===== src/rtl/rf_wb_arbiter_pkg.sv =====
// Shared definitions for the register-file writeback slice: default widths,
// requester indices and the rotation order used by the round-robin build.
package rf_ctrl_pkg;

  localparam int DEF_DATA_WIDTH = 32;
  localparam int DEF_ADDR_WIDTH = 5;
  localparam int NUM_REQ        = 3;

  // Writeback requesters; the numeric order is also the rotation order
  // ALU -> LSU -> MDU -> ALU.
  typedef enum logic [1:0] {
    REQ_ALU = 2'd0,
    REQ_LSU = 2'd1,
    REQ_MDU = 2'd2
  } req_idx_t;

  // Next requester in the rotation ring.
  function automatic req_idx_t next_req(input req_idx_t cur);
    req_idx_t nxt;
    case (cur)
      REQ_ALU: nxt = REQ_LSU;
      REQ_LSU: nxt = REQ_MDU;
      default: nxt = REQ_ALU;
    endcase
    return nxt;
  endfunction

endpackage


===== src/rtl/rf_wb_arbiter_if.sv =====
// Writeback bus between the execution units and the arbiter.
// Handshake: a unit raises <unit>_valid with rd/data and holds all three
// stable until a rising edge where <unit>_valid && <unit>_ready is seen;
// that edge completes the transfer. ready is never high without valid.
// The rf_* group is the register-file write port (no back-pressure).
// busy is the scoreboard state, exported for observation.
interface rf_wb_arbiter_if
  import rf_ctrl_pkg::*;
#(
  parameter int DATA_WIDTH = DEF_DATA_WIDTH,
  parameter int ADDR_WIDTH = DEF_ADDR_WIDTH
);

  logic                       alu_valid;
  logic                       alu_ready;
  logic [ADDR_WIDTH-1:0]      alu_rd;
  logic [DATA_WIDTH-1:0]      alu_data;

  logic                       lsu_valid;
  logic                       lsu_ready;
  logic [ADDR_WIDTH-1:0]      lsu_rd;
  logic [DATA_WIDTH-1:0]      lsu_data;

  logic                       mdu_valid;
  logic                       mdu_ready;
  logic [ADDR_WIDTH-1:0]      mdu_rd;
  logic [DATA_WIDTH-1:0]      mdu_data;

  logic                       rf_wen;
  logic [ADDR_WIDTH-1:0]      rf_waddr;
  logic [DATA_WIDTH-1:0]      rf_wdata;

  logic                       issue_en;
  logic [ADDR_WIDTH-1:0]      issue_rd;

  logic [ADDR_WIDTH-1:0]      chk_rs1;
  logic [ADDR_WIDTH-1:0]      chk_rs2;
  logic                       chk_busy;

  logic [2**ADDR_WIDTH-1:0]   busy;

  // Execution-unit / issue side.
  modport master (
    output alu_valid, alu_rd, alu_data,
    output lsu_valid, lsu_rd, lsu_data,
    output mdu_valid, mdu_rd, mdu_data,
    output issue_en, issue_rd, chk_rs1, chk_rs2,
    input  alu_ready, lsu_ready, mdu_ready,
    input  rf_wen, rf_waddr, rf_wdata, chk_busy, busy
  );

  // Arbiter side.
  modport slave (
    input  alu_valid, alu_rd, alu_data,
    input  lsu_valid, lsu_rd, lsu_data,
    input  mdu_valid, mdu_rd, mdu_data,
    input  issue_en, issue_rd, chk_rs1, chk_rs2,
    output alu_ready, lsu_ready, mdu_ready,
    output rf_wen, rf_waddr, rf_wdata, chk_busy, busy
  );

endinterface


===== src/rtl/rf_wb_arbiter_scoreboard.sv =====
// Per-register pending-write scoreboard. A bit is set when an instruction
// writing that register issues and cleared when its write commits; a set
// and a clear of the same register in one cycle leaves the bit set, since
// the newer producer is still outstanding. Register 0 is never busy.
module rf_scoreboard #(
  parameter int ADDR_WIDTH = rf_ctrl_pkg::DEF_ADDR_WIDTH
) (
  input  logic                     clk,
  input  logic                     rst,
  input  logic                     set_en,
  input  logic [ADDR_WIDTH-1:0]    set_idx,
  input  logic                     clr_en,
  input  logic [ADDR_WIDTH-1:0]    clr_idx,
  input  logic [ADDR_WIDTH-1:0]    rs1,
  input  logic [ADDR_WIDTH-1:0]    rs2,
  output logic                     busy_out,
  output logic [2**ADDR_WIDTH-1:0] busy_vec
);

  localparam int NREG = 2**ADDR_WIDTH;

  logic [NREG-1:0] busy_q;
  logic [NREG-1:0] busy_d;

  // Next busy state: clear the committed register first, then let a new
  // issue win over it.
  always_comb begin
    busy_d = busy_q;
    if (clr_en) begin
      busy_d[clr_idx] = 1'b0;
    end
    if (set_en && (set_idx != '0)) begin
      busy_d[set_idx] = 1'b1;
    end
    busy_d[0] = 1'b0;
  end

  // Busy bit storage.
  always_ff @(posedge clk) begin
    if (rst) begin
      busy_q <= '0;
    end else begin
      busy_q <= busy_d;
    end
  end

  // Source-operand hazard check against the current (pre-edge) state.
  always_comb begin
    busy_out = ((rs1 != '0) && busy_q[rs1]) || ((rs2 != '0) && busy_q[rs2]);
  end

  assign busy_vec = busy_q;

endmodule


===== src/rtl/rf_wb_arbiter.sv =====
// Writeback arbiter: picks one of ALU/LSU/MDU per cycle, registers the
// winning rd/data onto the register-file write port one cycle later and
// keeps the pending-write scoreboard up to date.
// Default build: fixed priority LSU > MDU > ALU.
// Define RF_WB_ROUND_ROBIN_EN for rotating priority (last winner goes last).
module rf_wb_arbiter
  import rf_ctrl_pkg::*;
#(
  parameter int DATA_WIDTH = DEF_DATA_WIDTH,
  parameter int ADDR_WIDTH = DEF_ADDR_WIDTH
) (
  input  logic         clk,
  input  logic         rst,
  rf_wb_arbiter_if.slave wb
);

  req_idx_t              prio [NUM_REQ];
  logic                  gnt_any;
  req_idx_t              gnt_idx;
  logic [ADDR_WIDTH-1:0] sel_rd;
  logic [DATA_WIDTH-1:0] sel_data;

  logic                  wen_q;
  logic [ADDR_WIDTH-1:0] waddr_q;
  logic [DATA_WIDTH-1:0] wdata_q;

  // Valid of one requester selected by index.
  function automatic logic valid_of(input req_idx_t r, input logic v_alu,
                                    input logic v_lsu, input logic v_mdu);
    logic v;
    case (r)
      REQ_LSU: v = v_lsu;
      REQ_MDU: v = v_mdu;
      default: v = v_alu;
    endcase
    return v;
  endfunction

`ifdef RF_WB_ROUND_ROBIN_EN
  // Last granted unit; it becomes lowest priority for the next decision.
  req_idx_t rr_ptr;

  // Priority list starts just after the last winner.
  always_comb begin
    prio[0] = next_req(rr_ptr);
    prio[1] = next_req(prio[0]);
    prio[2] = next_req(prio[1]);
  end

  // Pointer follows grants and holds on idle cycles.
  always_ff @(posedge clk) begin
    if (rst) begin
      rr_ptr <= REQ_ALU;
    end else if (gnt_any) begin
      rr_ptr <= gnt_idx;
    end
  end
`else
  // Fixed priority list.
  always_comb begin
    prio[0] = REQ_LSU;
    prio[1] = REQ_MDU;
    prio[2] = REQ_ALU;
  end
`endif

  // First valid requester in priority order wins; nothing is granted in reset.
  always_comb begin
    gnt_any = 1'b0;
    gnt_idx = REQ_ALU;
    if (!rst) begin
      for (int i = 0; i < NUM_REQ; i++) begin
        if (!gnt_any && valid_of(prio[i], wb.alu_valid, wb.lsu_valid, wb.mdu_valid)) begin
          gnt_any = 1'b1;
          gnt_idx = prio[i];
        end
      end
    end
  end

  // Ready is the grant itself, so the transfer completes this cycle.
  always_comb begin
    wb.alu_ready = gnt_any && (gnt_idx == REQ_ALU);
    wb.lsu_ready = gnt_any && (gnt_idx == REQ_LSU);
    wb.mdu_ready = gnt_any && (gnt_idx == REQ_MDU);
  end

  // Route the winner's payload to the output register.
  always_comb begin
    case (gnt_idx)
      REQ_LSU: begin
        sel_rd   = wb.lsu_rd;
        sel_data = wb.lsu_data;
      end
      REQ_MDU: begin
        sel_rd   = wb.mdu_rd;
        sel_data = wb.mdu_data;
      end
      default: begin
        sel_rd   = wb.alu_rd;
        sel_data = wb.alu_data;
      end
    endcase
  end

  // Output stage: one write per accepted request, never stalls. Writes to
  // register 0 are accepted but suppressed on the write enable.
  always_ff @(posedge clk) begin
    if (rst) begin
      wen_q   <= 1'b0;
      waddr_q <= '0;
      wdata_q <= '0;
    end else begin
      wen_q <= gnt_any && (sel_rd != '0);
      if (gnt_any) begin
        waddr_q <= sel_rd;
        wdata_q <= sel_data;
      end
    end
  end

  assign wb.rf_wen   = wen_q;
  assign wb.rf_waddr = waddr_q;
  assign wb.rf_wdata = wdata_q;

  // Scoreboard: set on issue, clear when the write port commits.
  rf_scoreboard #(
    .ADDR_WIDTH (ADDR_WIDTH)
  ) u_scoreboard (
    .clk      (clk),
    .rst      (rst),
    .set_en   (wb.issue_en),
    .set_idx  (wb.issue_rd),
    .clr_en   (wen_q),
    .clr_idx  (waddr_q),
    .rs1      (wb.chk_rs1),
    .rs2      (wb.chk_rs2),
    .busy_out (wb.chk_busy),
    .busy_vec (wb.busy)
  );

endmodule


===== src/flat_wrapper.sv =====
// flat-port wrapper written by rule: the top's interface ports become plain ports
module rf_wb_arbiter_flat import rf_ctrl_pkg::*;
#(
  parameter int DATA_WIDTH = DEF_DATA_WIDTH,
  parameter int ADDR_WIDTH = DEF_ADDR_WIDTH
)
  (clk, rst, wb_alu_valid, wb_alu_rd, wb_alu_data, wb_lsu_valid, wb_lsu_rd, wb_lsu_data, wb_mdu_valid, wb_mdu_rd, wb_mdu_data, wb_issue_en, wb_issue_rd, wb_chk_rs1, wb_chk_rs2, wb_alu_ready, wb_lsu_ready, wb_mdu_ready, wb_rf_wen, wb_rf_waddr, wb_rf_wdata, wb_chk_busy, wb_busy);
  rf_wb_arbiter_if #(.DATA_WIDTH(DATA_WIDTH), .ADDR_WIDTH(ADDR_WIDTH)) wb_i ();
  input  logic clk;
  input  logic rst;
  input wire logic [$bits(wb_i.alu_valid)-1:0] wb_alu_valid;
  input wire logic [$bits(wb_i.alu_rd)-1:0] wb_alu_rd;
  input wire logic [$bits(wb_i.alu_data)-1:0] wb_alu_data;
  input wire logic [$bits(wb_i.lsu_valid)-1:0] wb_lsu_valid;
  input wire logic [$bits(wb_i.lsu_rd)-1:0] wb_lsu_rd;
  input wire logic [$bits(wb_i.lsu_data)-1:0] wb_lsu_data;
  input wire logic [$bits(wb_i.mdu_valid)-1:0] wb_mdu_valid;
  input wire logic [$bits(wb_i.mdu_rd)-1:0] wb_mdu_rd;
  input wire logic [$bits(wb_i.mdu_data)-1:0] wb_mdu_data;
  input wire logic [$bits(wb_i.issue_en)-1:0] wb_issue_en;
  input wire logic [$bits(wb_i.issue_rd)-1:0] wb_issue_rd;
  input wire logic [$bits(wb_i.chk_rs1)-1:0] wb_chk_rs1;
  input wire logic [$bits(wb_i.chk_rs2)-1:0] wb_chk_rs2;
  output wire logic [$bits(wb_i.alu_ready)-1:0] wb_alu_ready;
  output wire logic [$bits(wb_i.lsu_ready)-1:0] wb_lsu_ready;
  output wire logic [$bits(wb_i.mdu_ready)-1:0] wb_mdu_ready;
  output wire logic [$bits(wb_i.rf_wen)-1:0] wb_rf_wen;
  output wire logic [$bits(wb_i.rf_waddr)-1:0] wb_rf_waddr;
  output wire logic [$bits(wb_i.rf_wdata)-1:0] wb_rf_wdata;
  output wire logic [$bits(wb_i.chk_busy)-1:0] wb_chk_busy;
  output wire logic [$bits(wb_i.busy)-1:0] wb_busy;
  assign wb_i.alu_valid = wb_alu_valid;
  assign wb_i.alu_rd = wb_alu_rd;
  assign wb_i.alu_data = wb_alu_data;
  assign wb_i.lsu_valid = wb_lsu_valid;
  assign wb_i.lsu_rd = wb_lsu_rd;
  assign wb_i.lsu_data = wb_lsu_data;
  assign wb_i.mdu_valid = wb_mdu_valid;
  assign wb_i.mdu_rd = wb_mdu_rd;
  assign wb_i.mdu_data = wb_mdu_data;
  assign wb_i.issue_en = wb_issue_en;
  assign wb_i.issue_rd = wb_issue_rd;
  assign wb_i.chk_rs1 = wb_chk_rs1;
  assign wb_i.chk_rs2 = wb_chk_rs2;
  assign wb_alu_ready = wb_i.alu_ready;
  assign wb_lsu_ready = wb_i.lsu_ready;
  assign wb_mdu_ready = wb_i.mdu_ready;
  assign wb_rf_wen = wb_i.rf_wen;
  assign wb_rf_waddr = wb_i.rf_waddr;
  assign wb_rf_wdata = wb_i.rf_wdata;
  assign wb_chk_busy = wb_i.chk_busy;
  assign wb_busy = wb_i.busy;
  rf_wb_arbiter #(.DATA_WIDTH(DATA_WIDTH), .ADDR_WIDTH(ADDR_WIDTH)) u_core (.clk(clk), .rst(rst), .wb(wb_i));
endmodule

===== config.mk =====
export PLATFORM = sky130hd
export DESIGN_NAME = rf_wb_arbiter_flat
export DESIGN_NICKNAME = d
export VERILOG_FILES = /design/src/rtl/rf_wb_arbiter_pkg.sv /design/src/rtl/rf_wb_arbiter_if.sv /design/src/rtl/rf_wb_arbiter_scoreboard.sv /design/src/rtl/rf_wb_arbiter.sv /design/src/flat_wrapper.sv
export SDC_FILE = /design/constraint.sdc
export NUM_CORES = 1
export LEC_CHECK = 0
export ABC_AREA = 1
export CORE_MARGIN = 1.5
export CORE_UTILIZATION = 25
export DETAILED_ROUTE_END_ITERATION = 8
export GPL_TIMING_DRIVEN = 0
export PLACE_DENSITY_LB_ADDON = 0.3
export SLEW_MARGIN = 20
export SYNTH_ARGS = -nofsm -noshare
export SYNTH_HDL_FRONTEND = slang
export SYNTH_HIERARCHICAL = 1
export SYNTH_SLANG_ARGS = --single-unit

===== constraint.sdc =====
create_clock -name clk -period 2.5 [get_ports clk]
set_input_delay 0.5 -clock clk [delete_from_list [all_inputs] [get_ports clk]]
set_output_delay 0.5 -clock clk [all_outputs]
set_load 0.005 [all_outputs]

==> results of run 1 <==
-- state kept, by name, indices dropped and copies added, names as in the netlist --
name and flops:
u_core/wb.rf_waddr 5, u_core/wb.rf_wen 1, u_core/wb.rf_wdata 32, u_core/u_scoreboard/busy_vec 31
-- cells in the final DEF, fill, tap and decap left out, types with 3 or more instances in the layout --
cell type and n:
sky130_fd_sc_hd__nand2_1 286, sky130_fd_sc_hd__clkdlybuf4s50_1 193, sky130_fd_sc_hd__nand3_1 82, sky130_fd_sc_hd__dfxtp_1 69
sky130_fd_sc_hd__a21oi_1 60, sky130_fd_sc_hd__inv_1 49, sky130_fd_sc_hd__o21ai_0 36, sky130_fd_sc_hd__nor2_1 16
sky130_fd_sc_hd__nand2_2 14, sky130_fd_sc_hd__buf_6 13, sky130_fd_sc_hd__buf_4 10, sky130_fd_sc_hd__clkbuf_16 9
sky130_fd_sc_hd__a21oi_2 9, sky130_fd_sc_hd__nor3_1 8, sky130_fd_sc_hd__buf_2 7, sky130_fd_sc_hd__clkbuf_1 6
sky130_fd_sc_hd__inv_6 5, sky130_fd_sc_hd__inv_2 5, sky130_fd_sc_hd__clkdlybuf4s15_2 4, sky130_fd_sc_hd__inv_4 4
sky130_fd_sc_hd__nor2_4 3, sky130_fd_sc_hd__nand4_1 3, sky130_fd_sc_hd__nor2_2 3, sky130_fd_sc_hd__nor3_4 3
-- power groups by stage --
stage | Sequential (mW) | Combinational, mW | Clock (mW)
global placement | 1.23 | 0.821 | 0
floorplan | 1.22 | 0.362 | 0
detailed placement | 1.23 | 0.821 | 0
global route | 1.21 | 0.909 | 1.39
CTS | 1.20 | 0.831 | 1.35
finish | 1.20 | 0.827 | 1.31
-- worst max-delay path, stage by stage --
cell	delay, ns
sky130_fd_sc_hd__clkdlybuf4s15_2	0.26
sky130_fd_sc_hd__buf_6	0.16
sky130_fd_sc_hd__inv_4	0.04
sky130_fd_sc_hd__buf_6	0.13
sky130_fd_sc_hd__nand2_4	0.08
sky130_fd_sc_hd__nand2_4	0.10
sky130_fd_sc_hd__nor2_1	0.10
sky130_fd_sc_hd__clkdlybuf4s50_1	0.53
-- cells by family (layout without fill, tap and decap cells) --
family | after synthesis | count (layout) | synth area share [%]
flip-flops | 69 | 69 | 32.3
AO/OA/AOI/OAI | 107 | 107 | 13.4
AND/OR/NAND/NOR | 423 | 423 | 42.7
other | 1 | 1 | 0.0878
buffers and inverters | 93 | 313 | 11.4
-- what timing repair did --
item,CTS,global route
cloned,1,0
resized for setup,31,6
setup buffers,2,0
pin swaps,3,0
hold buffers,0,0
setup endpoints to repair,4,3
-- worst max path at each step --
stage                  start           end  slack (ns)  cells past startpoint
3_3_place_gp   wb_chk_rs1[2]   wb_chk_busy       -0.44                     12
3_5_place_dp   wb_chk_rs1[2]   wb_chk_busy       -0.42                     12
4_1_cts         wb_mdu_valid  wb_mdu_ready        0.01                      5
2_1_floorplan  wb_chk_rs2[0]   wb_chk_busy        0.71                     13
6_report                 rst  wb_alu_ready         0.1                      8
5_1_grt                  rst  wb_alu_ready        0.02                      8
-- cell type report --
| class | count | area [µm²] | share of cell area [%] |
|---|---|---|---|
| Multi-Input combinational cell | 531 | 2430 | 35.0 |
| Timing Repair Buffer | 205 | 2040 | 29.5 |
| Sequential cell | 69 | 1380 | 19.9 |
| Tap cell | 220 | 275 | 3.97 |
| Buffer | 32 | 254 | 3.66 |
| Inverter | 60 | 245 | 3.54 |
| Clock buffer | 9 | 225 | 3.25 |
| Clock inverter | 7 | 80.1 | 1.16 |
-- metrics by stage --
step	setup TNS [ns]	total power, mW	hold WS (ns)	utilization [%]
finish	0	3.34	0.460	41.7
global route	0	3.51	0.485	41.7
CTS	0	3.38	0.464	41.6
detailed placement	-1.46	2.05	0.456	39.5
global placement	-1.48	2.05	0.451	39.5
floorplan	0	1.58	0.458	-
-- routing by layer --
metal,vias up,track usage [%]
li1,2645,-
met1,2354,21.3
met2,217,32.9
met3,28,4.95
met4,0,6.94
met5,-,0
==> parameters.txt, run 1 <==
Parameter                              Value

Status
  Outcome    finished clean

Yosys
  Net Count, Synth    825
  Number of warnings reported in the yosys synthesis log    6
  Synthesized cell area    0.00427 mm²
  Most used DFF post-synth    sky130_fd_sc_hd__dfxtp_1
  Number of enable flip-flop cells after synthesis    0
  Share of synthesized area occupied by flip-flops and latches    32.3%
  Commonest cells in the netlist    288 x sky130_fd_sc_hd__nand2_1, 82 x sky130_fd_sc_hd__nand3_1, 69 x sky130_fd_sc_hd__dfxtp_1
  Mean area per synthesized cell    slightly above 6 µm²
  Flop and latch count out of synthesis    69
  Number of instances in the synthesized netlist    693
  Post-synthesis async set-or-reset flop share    0%
  Proportion of netlist area held by the largest area contributor    32.3%
  Library cell occupying the most area in the post-synthesis netlist    sky130_fd_sc_hd__dfxtp_1
  Number of distinct library cells after synthesis    29
  Top cells by area in the synthesized netlist    sky130_fd_sc_hd__dfxtp_1 32%, sky130_fd_sc_hd__nand2_1 25%, sky130_fd_sc_hd__nand3_1 9.6%, sky130_fd_sc_hd__a21oi_1 7.0%, sky130_fd_sc_hd__inv_1 4.6%
  Most common cell in the synthesized netlist    sky130_fd_sc_hd__nand2_1

Die
  Die outline height    134 µm
  Chip Width    134 µm
  Top Ports    206
  Row count    47
  Die area    0.0179 mm²
  Floorplan core area    0.0166 mm²
  Starting Density    between 20% and 30%

Power
  Combinational fraction of design power    24.7%
  Pwr/cell area    482 mW/mm²
  Switching Power    0.965 mW
  Cell-internal power    about 2.4 mW
  Fraction of power consumed by sequential logic    approximately 36%
  Highest ir drop seen on vdd    215 µV
  Leakage component of the power    2.85 nW
  Clock network fraction of design power    approximately 40%
  Switching share of power    28.9%

Route
  DRC Markers    0
  Post-DR vias/cell    4.63
  Routed wl met3    1300 µm
  Wire length on met1    6640 µm
  WL/cell    14.5 µm
  Total via count in the routed design    5244
  Post-route antenna net violation count    0
  Number of iterations in the first detailed-routing pass    4
  Detail Route met2 WL    8070 µm
  Top routing layer in use    met4
  Initial detailed-routing violation count    about 230
  Wire length after detailed routing    16500 µm

Finish
  Layout Nets    1040
  Antenna Diode Count    0
  Fill cells    1782
  Fraction of layout cells with a size suffix above 1    10.6%
  Post-route insts no fill    1133
  Growth of design area from synthesis to finish    62.3%
  Final cell area excluding filler cells    around 0.0069 mm²

Global routing
  Pin count of the biggest net entering global routing    15
  Initial antenna violation count    0
  Global-route congestion overflow total    0
  Via count of the first global-routing pass    5068
  Global-route usage over all layers    ~19%
  Global-route wire length before repair    26200 µm

STA
  Number of hold-slack violations in the final timing report    0
  Max frequency    ~420 MHz
  Post-Route Skew    about 0.0067 ns
  Post-route setup slack    0.0968 ns
  Final Max Tran Viols    0
  Relative slew slack    53.2%
  Final critical-path share of the clock period    96.1%
  Pin slew with the least headroom to its limit    around 0.7 ns
  Setup-violating endpoint count in the final report    0
  Post-route minimum period    between 2 and 2.5 ns
  Setup repair after global routing missed its margin    no

Clocking
  Clock-pin transition on the worst setup and hold timing paths    0.06 ns
  Clock latency on the worst-skew pair    0.33 ns
  CTS HTree Levels    3
  Clock tree sinks    slightly below 70
  Clock buffer count from CTS    9
  Maximum buffer depth of the clock tree    2
  Cell chosen for the clock root    sky130_fd_sc_hd__clkbuf_16
  TritonCTS clock tree    yes

Setup path
  Worst reg2reg endpoint    u_core/u_scoreboard/busy_vec[1]
  Startpoint kind of the worst setup timing path    input pin
  Critical path arrival    1.90 ns
  Setup CP Type    input pin to output port
  Reg2Reg Setup Slack    1.23 ns
  Reg2Reg Launch Point    u_core/wb.rf_waddr[1]
  Req. time, crit path    ~2.0 ns
  Endpoint kind of the worst setup timing path    output port
  Reg2reg path depth    4
  Crit-path max FO    10

Place
  Placed cell areas    0.00657 mm²
  DP Cell Count    1115
  HPWL after detailed placement    13000 µm
  Post-placement setup slack    -0.416 ns
  # port buffers    202
  GP Congestion    around 0.90

Run
  Number of max-cap violations    0

Hold path
  Hold/Removal Path Class    flip-flop to flip-flop
  Worst Min Path Start    u_core/wb.rf_wdata[28]
  Cell depth of the worst hold path    2
  Worst min-delay path endpoint    u_core/wb.rf_wdata[28]
(Power assumes the default switching activity.)
==> run 2: changes to the inputs <==
- GPL_TIMING_DRIVEN: 0 -> default
- SLEW_MARGIN: 20 -> 15
==> parameters.txt, run 2 (synthesis results as in run 1) <==
Parameter                              Value

Clocking
  Cell chosen for the clock root    sky130_fd_sc_hd__clkbuf_16
  Maximum buffer depth of the clock tree    2
  Post-CTS setup repair buffer count    0
  TritonCTS clock tree    yes
  Clock latency on the worst-skew pair    0.33 ns
  Number of hold buffers added after CTS    0
  Clock buffer count from CTS    9
  CTS HTree Levels    3
  Clock tree sinks    69
  Clock-pin transition on the worst setup and hold timing paths    approximately 0.06 ns

Finish
  Fill cells    1788
  Layout Nets    approximately 1000
  Most common cell after layout, fill and taps aside    sky130_fd_sc_hd__nand2_1
  Growth of design area from synthesis to finish    60.3%
  Antenna Diode Count    0
  Flip-flop count of the largest register after layout    32
  Highest-count cells in the layout ignoring fill and taps    288 x sky130_fd_sc_hd__nand2_1, 194 x sky130_fd_sc_hd__clkdlybuf4s50_1, 82 x sky130_fd_sc_hd__nand3_1
  Fraction of layout cells with a size suffix above 1    9.43%

Route
  Initial detailed-routing violation count    285
  Number of iterations in the first detailed-routing pass    5
  Post-route antenna net violation count    0
  Post-DR vias/cell    around 4.5
  DRC Markers    0
  WL/cell    14.5 µm
  Total via count in the routed design    5084
  Wire length after detailed routing    16200 µm

Global routing
  Via count of the first global-routing pass    approximately 5000
  Global-route usage over all layers    18.3%
  Global-route congestion overflow total    0
  Global-route wire length before repair    25900 µm
  Initial antenna violation count    0
  Pin count of the biggest net entering global routing    64

Die
  Row count    47
  Top Ports    206
  Die area    0.0179 mm²
  Die outline height    134 µm
  Chip Width    134 µm
  Floorplan core area    0.0166 mm²
  Starting Density    roughly 26%

STA
  Setup repair after global routing missed its margin    no
  Post-Route Skew    0.00664 ns
  Max frequency    430 MHz
  Post-route minimum period    2.33 ns
  Number of hold-slack violations in the final timing report    0
  Setup-violating endpoint count in the final report    0
  Final Max Tran Viols    0
  Post-route setup slack    0.173 ns
  Relative slew slack    50.4%
  Pin slew with the least headroom to its limit    0.744 ns
  Final critical-path share of the clock period    93.1%

Power
  Overall power after layout    3.42 mW
  Leakage component of the power    2.81 nW
  Fraction of power consumed by sequential logic    35.2%
  Switching share of power    about 28%
  Combinational fraction of design power    23.3%
  Pwr/cell area    499 mW/mm²
  Clock network fraction of design power    between 40% and 50%
  Highest ir drop seen on vdd    305 µV
  Cell-internal power    2.46 mW
  Switching Power    around 0.95 mW

Hold path
  Cell depth of the worst hold path    2
  Worst Min Path Start    u_core/wb.rf_wdata[29]
  Worst min-delay path endpoint    u_core/wb.rf_wdata[29]
  Hold/Removal Path Class    flip-flop to flip-flop

Place
  # port buffers    204
  GP Congestion    0.855
  HPWL after detailed placement    roughly 12000 µm
  Post-placement setup slack    -0.329 ns

Setup path
  Worst setup path startpoint    wb_lsu_valid
  Reg2reg path depth    4
  Max stage delay cell, worst path    sky130_fd_sc_hd__clkdlybuf4s50_1
  Kind of cell with the highest combined delay on the critical path    buffers and inverters
  Worst reg2reg endpoint    u_core/u_scoreboard/busy_vec[1]
  Startpoint kind of the worst setup timing path    input pin
  Req. time, crit path    2.00 ns
  Crit-path max FO    3
  Sequence of cells on the critical path    clkdlybuf4s50_1 -> nand2_4 -> nand2_4 -> nor2_1 -> clkdlybuf4s50_1
  Reg2Reg Setup Slack    1.23 ns
  Critical path arrival    1.83 ns
  Number of buffer and inverter instances along the worst setup path    2
  Worst path max stage delay    between 0.5 and 0.6 ns
  Reg2Reg Launch Point    u_core/wb.rf_waddr[1]
  Endpoint kind of the worst setup timing path    output port
  Setup CP Type    input pin to output port

Run
  Number of max-cap violations    0

Status
  Outcome    finished clean
==> run 2: cell count changes in the layout (fill, tap and decap cells not counted), moves of 3 or more <==
| cell | before | now |
|---|---|---|
| sky130_fd_sc_hd__buf_6 | 13 | 4 |
| sky130_fd_sc_hd__clkbuf_1 | 6 | 0 |
| sky130_fd_sc_hd__buf_2 | 7 | 2 |
| sky130_fd_sc_hd__buf_4 | 10 | 15 |
| sky130_fd_sc_hd__clkdlybuf4s15_2 | 4 | 1 |
==> run 2: worst max-delay path by stage <==
stage / cells past startpoint / slack [ns] / end
finish: 5 / 0.17 / wb_alu_ready
global route: 5 / 0.11 / wb_alu_ready
CTS: 12 / 0.001 / wb_chk_busy
detailed placement: 13 / -0.33 / wb_chk_busy
global placement: 13 / -0.32 / wb_chk_busy
floorplan: 13 / 0.71 / wb_chk_busy
==> run 2: area by class of cell <==
type / instances / area, µm² / share of cell area (%)
Clock buffer: 9 / 225 / 3.29
Clock inverter: 7 / 104 / 1.52
Inverter: 60 / 243 / 3.54
Multi-Input combinational cell: 531 / 2410 / 35.2
Sequential cell: 69 / 1380 / 20.2
Tap cell: 220 / 275 / 4.02
Timing Repair Buffer: 224 / 2200 / 32.1
Timing Repair inverter: 1 / 7.51 / 0.110
==> run 2: per-layer routing <==
metal / vias up / track usage [%] / wire length, µm
li1: 2618 / - / -
met4: 0 / 4.89 / 206
met3: 11 / 5.40 / 1280
met2: 174 / 32.6 / 8040
met5: - / 0 / 0
met1: 2281 / 21.3 / 6670
==> run 2: timing repair <==
| item | in CTS | in global routing |
|---|---|---|
| setup endpoints to repair | 1 | 1 |
| gates resized for setup | 28 | 5 |
| pin swaps | 2 | 0 |
| gates cloned | 1 | 0 |
==> run 2: metrics by stage <==
| stage | cell area (µm²) | hold slack [ns] | util, % | setup TNS, ns | std cells |
|---|---|---|---|---|---|
| floorplan | 4270 | 0.458 | - | 0 | 693 |
| global placement | 6500 | 0.450 | 39.1 | -0.325 | 1104 |
| detailed placement | 6500 | 0.457 | 39.1 | -0.329 | 1104 |
| CTS | 6860 | 0.465 | 41.2 | 0 | 1121 |
| global route | 6850 | 0.487 | 41.2 | 0 | 1121 |
| finish | 6850 | 0.465 | 41.2 | 0 | 1121 |
==> run 2: power by group through the flow <==
| stage | Combinational [mW] | Sequential (mW) | Clock [mW] |
|---|---|---|---|
| 3_5_place_dp | 0.800 | 1.23 | 0 |
| 5_1_grt | 0.878 | 1.21 | 1.49 |
| 4_1_cts | 0.807 | 1.20 | 1.46 |
| 2_1_floorplan | 0.362 | 1.22 | 0 |
| 3_3_place_gp | 0.798 | 1.23 | 0 |
| 6_report | 0.795 | 1.20 | 1.42 |
==> run 2: worst min-delay path: stages (launching register included) <==
cell and delay, ns:
sky130_fd_sc_hd__dfxtp_1 0.31, sky130_fd_sc_hd__nand2_1 0.06, sky130_fd_sc_hd__a21oi_1 0.05
